**src/rtl/async_join_rx.sv**
```systemverilog
// Clocked receiver for a 4-phase bundled-data join channel: req synchroniser, ack FSM, show-ahead FIFO.
// Optional protocol checker enabled by defining ASYNC_RX_PROTO_CHK_EN (err_o tied low otherwise).
module async_join_rx #(
  parameter int DATA_W      = 32,
  parameter int DEPTH       = 4,
  parameter int SYNC_STAGES = 2
) (
  input  logic                       clk_i,
  input  logic                       rst_ni,
  input  logic                       req_i,
  output logic                       ack_o,
  input  logic [DATA_W-1:0]          data_i,
  output logic                       valid_o,
  input  logic                       ready_i,
  output logic [DATA_W-1:0]          data_o,
  output logic [$clog2(DEPTH+1)-1:0] count_o,
  output logic                       err_o
);

  localparam int AW = $clog2(DEPTH);
  localparam int CW = $clog2(DEPTH+1);

  typedef enum logic {IDLE, WAIT_LOW} state_t;

  logic [SYNC_STAGES-1:0] sync_q;
  logic                   req_s;
  state_t                 state_q;
  logic                   ack_q;
  logic [AW-1:0]          wr_ptr_q;
  logic [AW-1:0]          rd_ptr_q;
  logic [CW-1:0]          count_q;
  logic [CW-1:0]          count_d;
  logic [DATA_W-1:0]      mem_q [DEPTH];
  logic                   full;
  logic                   push;
  logic                   pop;

  always_ff @(posedge clk_i or negedge rst_ni) begin
    if (!rst_ni) begin
      sync_q <= '0;
    end else begin
      sync_q <= {sync_q[SYNC_STAGES-2:0], req_i};
    end
  end

  assign req_s = sync_q[SYNC_STAGES-1];

  // Full is judged on the registered count so a same-edge pop never makes room early.
  assign full = (count_q == CW'(DEPTH));
  assign push = (state_q == IDLE) && req_s && !full;
  assign pop  = (count_q != '0) && ready_i;

  always_ff @(posedge clk_i or negedge rst_ni) begin
    if (!rst_ni) begin
      state_q <= IDLE;
      ack_q   <= 1'b0;
    end else begin
      case (state_q)
        IDLE: begin
          if (push) begin
            ack_q   <= 1'b1;
            state_q <= WAIT_LOW;
          end
        end
        WAIT_LOW: begin
          if (!req_s) begin
            ack_q   <= 1'b0;
            state_q <= IDLE;
          end
        end
        default: begin
          ack_q   <= 1'b0;
          state_q <= IDLE;
        end
      endcase
    end
  end

  always_comb begin
    count_d = count_q;
    case ({push, pop})
      2'b10:   count_d = count_q + CW'(1);
      2'b01:   count_d = count_q - CW'(1);
      default: count_d = count_q;
    endcase
  end

  always_ff @(posedge clk_i or negedge rst_ni) begin
    if (!rst_ni) begin
      wr_ptr_q <= '0;
      rd_ptr_q <= '0;
      count_q  <= '0;
      for (int i = 0; i < DEPTH; i++) begin
        mem_q[i] <= '0;
      end
    end else begin
      count_q <= count_d;
      if (push) begin
        mem_q[wr_ptr_q] <= data_i;
        wr_ptr_q        <= wr_ptr_q + AW'(1);
      end
      if (pop) begin
        rd_ptr_q <= rd_ptr_q + AW'(1);
      end
    end
  end

  assign ack_o   = ack_q;
  assign valid_o = (count_q != '0);
  assign data_o  = mem_q[rd_ptr_q];
  assign count_o = count_q;

`ifdef ASYNC_RX_PROTO_CHK_EN
  logic req_s_prev_q;
  logic err_q;

  // A request that falls while still un-acknowledged was withdrawn by the sender.
  always_ff @(posedge clk_i or negedge rst_ni) begin
    if (!rst_ni) begin
      req_s_prev_q <= 1'b0;
      err_q        <= 1'b0;
    end else begin
      req_s_prev_q <= req_s;
      if ((state_q == IDLE) && req_s_prev_q && !req_s) begin
        err_q <= 1'b1;
      end
    end
  end

  assign err_o = err_q;
`else
  assign err_o = 1'b0;
`endif

endmodule

```
**config.mk**
```make
export PLATFORM = sky130hd
export DESIGN_NAME = async_join_rx
export DESIGN_NICKNAME = d
export VERILOG_FILES = /design/src/rtl/async_join_rx.sv
export SDC_FILE = /design/constraint.sdc
export NUM_CORES = 1
export LEC_CHECK = 0
export CORE_ASPECT_RATIO = 0.6
export CORE_MARGIN = 2
export CORE_UTILIZATION = 40
export CTS_BUF_LIST = sky130_fd_sc_hd__clkbuf_2 sky130_fd_sc_hd__clkbuf_4 sky130_fd_sc_hd__clkbuf_8
export CTS_CLUSTER_DIAMETER = 50
export DETAILED_ROUTE_END_ITERATION = 7
export PLACE_DENSITY = 0.59
export SLEW_MARGIN = 0
export SYNTH_ARGS = -nofsm -noshare
export SYNTH_HDL_FRONTEND = slang
export SYNTH_SLANG_ARGS = --single-unit
```
**constraint.sdc**
```tcl
create_clock -name clk_i -period 2.6 [get_ports clk_i]
set_input_delay 0.26 -clock clk_i [delete_from_list [all_inputs] [get_ports clk_i]]
set_output_delay 0.26 -clock clk_i [all_outputs]
set_load 0.01 [all_outputs]
```
; Word-level counts from Yosys, hierarchy flattened
; Index checks and enable logic that the tools add are counted.
[classes]
n_addsub = 4
magnitude_cmp = 3
n_eq_ne = 5
n_mux = 13
bitwise_logic = 3
n_reduce_logical = 8
[op_table]
columns = op, n
row1 = bitwise mux 128 bit, 1
row2 = 2-to-1 mux 32 bit, 3
row3 = binary-select mux 32 bit (select 2 bit), 1
row4 = demux 32 bit (select 2 bit), 1
row5 = greater-or-equal comparator 3 bit (second input constant), 2
row6 = NOT 2 -> 3 bit, 2
row7 = one-hot mux 3 bit (2 select lines), 1
row8 = adder 2 x 1 -> 2 bit (second input constant), 2
row9 = logical AND 1 bit, 4
row10 = 2-to-1 mux 1 bit, 4
row11 = inequality test 2 bit (second input constant), 2
row12 = one-hot mux 1 bit (2 select lines), 2
row13 = adder 3 x 1 -> 3 bit (second input constant), 1
row14 = equality test 3 bit (second input constant), 1
row15 = less-than comparator 3 x 1 -> 1 bit (second input constant), 1
row16 = nonzero test 3 bit, 1
row17 = subtractor 3 x 1 -> 3 bit (second input constant), 1
row18 = equality test 2 x 1 -> 1 bit (second input constant), 1
row19 = equality test 2 bit (second input constant), 1
row20 = AND reduction 2 bit, 1
row21 = nonzero test 2 bit, 1
row22 = logical NOT 1 bit, 1
row23 = NOT 1 bit, 1
[totals]
regBits = 139
input_bits = 36
output_inout_bits = 38
wordCells = 46

; Logic depth before layout (Yosys ltp)
[logic_depth]
word_depth = 6
depth_mapped = 9
ltp_nobuf = 9

; Least setup slack after synthesis
; OpenSTA, ideal clock, no wires.
[synth_timing]
kind = reg2reg
startpoint = register count_q[0], in the netlist count_o[0]
endpoint = register count_q[2], in the netlist count_o[2]
setup_ps = 79
t_arrival_ps = 1889
required_time_ps = 2521
slack_ps = 632
path_stages_with_launch = 10
n_path_buf = 0
period_less_slack_ps = 1968
path_cell_list = dfrtp_1 -> nor3b_4 -> nor3b_1 -> inv_1 -> ha_1 -> inv_1 -> fa_1 -> xor2_1 -> nor2_1 -> xor2_1
[synth_via]
elab_chain_len = 5
word_cells_on_any_way = 11
classes_between = 2 x add/sub / 3 x eq/ne / 1 x mux / 5 x reduce/logical
[synth_lines]
columns = item, line
row1 = "start, declared", 31  ; logic [CW-1:0] count_q;
row2 = "start signal, assigned", 97  ; count_q <= count_d;
row3 = equality test 3 bit, 49  ; assign full = (count_q == CW'(DEPTH));
row4 = logical NOT 1 bit, 50  ; assign push = (state_q == IDLE) && req_s && !full;
row5 = logical AND 1 bit, 50
row6 = equality test 2 x 1 -> 1 bit / equality test 2 bit (equally long branches), 81  ; case ({push, pop})
row7 = one-hot mux 3 bit (2 select lines) / nonzero test 2 bit (equally long branches), --
; Several ways; a longest one is shown, not always the timed one.
; A chain may end at the register's enable or synchronous reset.

; Worst setup path after layout
[layout_timing]
startpoint = register rd_ptr_q[0]
endpoint = output data_o[15]
[layout_via]
elab_chain_len = 4
[layout_lines]
columns = item, line
row1 = "start, declared", 30  ; logic [AW-1:0] rd_ptr_q;
row2 = "start signal, assigned", 103  ; rd_ptr_q <= rd_ptr_q + AW'(1);
row3 = NOT 2 -> 3 bit (implied by the code), 110  ; assign data_o = mem_q[rd_ptr_q];
row4 = binary-select mux 32 bit (select 2 bit), 110
row5 = 2-to-1 mux 32 bit (implied by the code) (2 in a row), 110
row6 = "end, declared", 15  ; output logic [DATA_W-1:0] data_o,
; Every way passes these cells. The select of a mux whose other input is x is not followed.

==> metrics.md <==
| Metric | Value |
|---|---|
| Status | `completed` |
| Worst EP arrival | `approximately 2.1 ns` |
| Slew Viols, Final | `0` |
| Highest clock rate | `~0.42 GHz` |
| Initial Utilization | `between 40% and 50%` |
| Mux contribution to synthesized area | `between 30% and 40%` |
| Detailed placer's ending HPWL | `roughly 8.4 mm` |
| Total GRT Usage | `between 10% and 20%` |
| Layout cells sized above 1 | `between 40 and 50%` |
| Sequential share of power | `34.8%` |
| Vias post-DR | `3326` |
| Routed Antenna Nets | `0` |
| Hold Startpoint | `req_i` |
| Pwr Total | `around 11 mW` |
| Req. time, crit path | `about 2.3 ns` |
| Post-Synth XOR/XNOR Area | `less than 1%` |
| H-tree levels | `4` |
| Die ar. | `about 0.018 mm^2` |
| Largest net degree at the start of global routing | `50` |
| Share of total power in combinational logic | `a little under half` |
| Final period utilization | `between 90% and 100%` |
| Via density | `4.87` |
| Die Wd | `171 um` |
| Slew HR | `64.6%` |
| Fill cells | `between 1k and 1.5k` |
| CP Class | `reg -> out` |
| Total iterations of the first detailed-routing run | `4` |
| Synth Area in Compound Gates | `less than 1%` |
| CP max FO | `23` |
| Post-CTS Setup Inserts | `0` |
| Pwr dens | `between 1000 and 1500 mW/mm^2` |
| IO Port Bufs | `around 70` |
| YS warnings | `0` |
| Clk buf depth | `2` |
| Latest clock arrival within the worst-skew pair | `approximately 0.44 ns` |
| Root Buffer Master | `clkbuf_8` |
| Worst min-delay path class | `in -> reg` |
| # setup viols final | `0` |
| Ant diodes | `0` |
| Post-synthesis sequential area ratio | `between 50% and 60%` |
| Clk pin slew, worst setup/hold paths | `roughly 0.08 ns` |
| Non-Filler Instances | `between 600 and 700` |
| Netlist cell types | `24` |
| Crit path time final | `2.40 ns` |
| NetSw | `3.20 mW` |
| Worst setup startpoint | `rd_ptr_q[0]$_DFFE_PN0P_` |
| Clock share of power | `around a fifth` |
| Mapped Avg Cell Area | `between 15 and 20 um^2` |
| Syn_nets | `401` |
| RR Startpoint | `count_o[0]$_DFFE_PN0P_` |
| RSZ-0062 raised after global routing | `no` |
| Final #Nets | `484` |
| Final hold viol count | `0` |
| Placer Congestion | `between 0.7 and 0.8` |
| Delay-heaviest family, CP | `buffers and inverters` |
| Total routed wirelength | `13.4 mm` |
| Slowest stage delay, CP | `0.59 ns` |
| Crit start category | `flip-flop` |
| Area grow syn2layout | `20.8%` |
| CTS tree | `done` |
| Sw Share | `between 20% and 30%` |
| Drc violations | `0` |
| GRT overflow | `0` |
| Die Height | `roughly 100 um` |
| Max-Cap Viols | `0` |
| Critical path cell sequence | `buf_12 > mux4_2 > clkdlybuf4s50_1` |
| Core Area | `0.0163 mm^2` |
| Actual slew at the worst max-slew pin | `0.531 ns` |
| Synth Cell Area | `approximately 0.0067 mm^2` |
| Site row count | `36` |
| Flops & latches, synth | `approximately 140` |
| Gate Count Post-Synth | `359` |
| Drt initial violations | `141` |
| Adder-cell share of the synthesized area | `~1.2%` |
| Worst IR Drop VDD | `roughly 650 uV` |
| Pint | `about 7.9 mW` |
| Slowest-stage cell, CP | `mux4_2` |
| Setup Total Neg Slack | `0 ns` |
| Leakage | `~3.5 nW` |
| Vias in the first global route | `between 3k and 4k` |
| Cts bufs inserted | `17` |
| Hold buffer count at CTS | `1` |
| Critical Path End Type | `primary output` |
| Top Ports | `74` |
| Resize count post-CTS | `0` |
| Largest family of logic cells by synthesized area | `multiplexers` |
| Post-Route Skew | `0.0127 ns` |
| Global-route wire length before repair | `~22 mm` |
| Placed cell count | `650` |
| Clock sink total | `~140` |
| Worst Path Buf+Inv | `2` |
| WL per Instance | `19.6 um` |
| Initial antenna violation count | `1` |
| Synth Area in Simple Gates | `under 10%` |
## layout make-up
type	instances	area, um^2	area share [%]
well taps	228	285	3.52
multi-input cells	188	2940	36.3
clock buffers	18	241	2.98
flip-flops and latches	139	3480	43.0
inverters	7	26.3	0.325
repair buffers	89	877	10.8
clock inverters	14	243	3.00
## metrics by stage
stage | utilization (%) | instance area (um^2) | hold slack (ns) | setup slack (ns)
4_1_cts | 49.6 | 8090 | 0.233 | 0.160
6_report | 49.6 | 8090 | 0.265 | 0.200
2_1_floorplan | - | 6700 | -0.0356 | 0.632
3_3_place_gp | 46.6 | 7600 | 0.228 | 0.292
5_1_grt | 49.6 | 8090 | 0.241 | 0.0562
3_5_place_dp | 46.6 | 7600 | 0.239 | 0.221
## synthesized netlist by cell type, drive strengths merged
master	number	area, um^2
dfrtp	139	3480
nor4bb	4	40.0
nor3b	2	26.3
xnor2	3	26.3
fa	1	20.0
inv	7	26.3
conb	1	3.75
mux4	32	721
nand2	2	7.51
or3	1	7.51
o31a	1	10.0
xor2	3	26.3
clkbuf	3	11.3
mux2i	1	10.0
ha	5	62.6
mux2	129	1900
o21ai	1	5.00
buf	22	303
nor2	1	3.75
a21boi	1	7.51
## sequential cells by signal, summed over array words and instances (netlist names)
signal,cells
rd_ptr_q,2
sync_q,2
wr_ptr_q,2
count_o,3
state_q,1
mem_q,128
ack_o,1
## cell usage in the layout, fill, tap and decap left out, drive strengths merged, types with 4 or more instances in the layout
cell type / n
dfrtp: 139
buf: 17
mux2: 129
clkdlybuf4s50: 71
ha: 5
clkinv: 4
nor4bb: 4
bufinv: 6
mux4: 32
clkbuf: 18
inv: 8
## cell families (layout without fill, tap and decap cells)
kind of cell / count (synthesis) / after routing
mux: 162 / 162
flops: 139 / 139
buf+inv: 32 / 128
simple gates: 10 / 10
fa+ha+maj: 6 / 6
xor+xnor: 6 / 6
compound gates: 3 / 3
other cells: 1 / 1
## per-layer routing
metal	GRT usage (%)	routed length, um
met5	0	13
met2	22.3	5650
met4	4.06	89
met3	4.79	659
met1	24.9	6970
## path summary, 6_finish.rpt
| path | slack [ns] | depth (start not counted) | to |
|---|---|---|---|
| worst min register to register | 0.37 | 0 | sync_q[1]$_DFF_PN0_ |
| worst max register to register | 0.23 | 9 | count_o[2]$_DFFE_PN0P_ |
| worst min-delay path | 0.26 | 1 | sync_q[0]$_DFF_PN0_ |
| max in group asynchronous | 1.46 | 3 | mem_q[24]$_DFFE_PN0P_ |
| worst max-delay path | 0.20 | 3 | data_o[15] |
| min in group asynchronous | 0.32 | 2 | mem_q[10]$_DFFE_PN0P_ |
## power by group through the flow
stage	Combinational (mW)	Sequential [mW]	Clock, mW
after floorplan	3.54	3.68	0
after global placement	5.09	3.86	0
after detailed placement	5.15	3.87	0
after CTS	5.17	3.87	2.19
after global routing	5.43	4.01	2.29
final	5.11	3.86	2.12
Power figures use the tool's default switching activity.
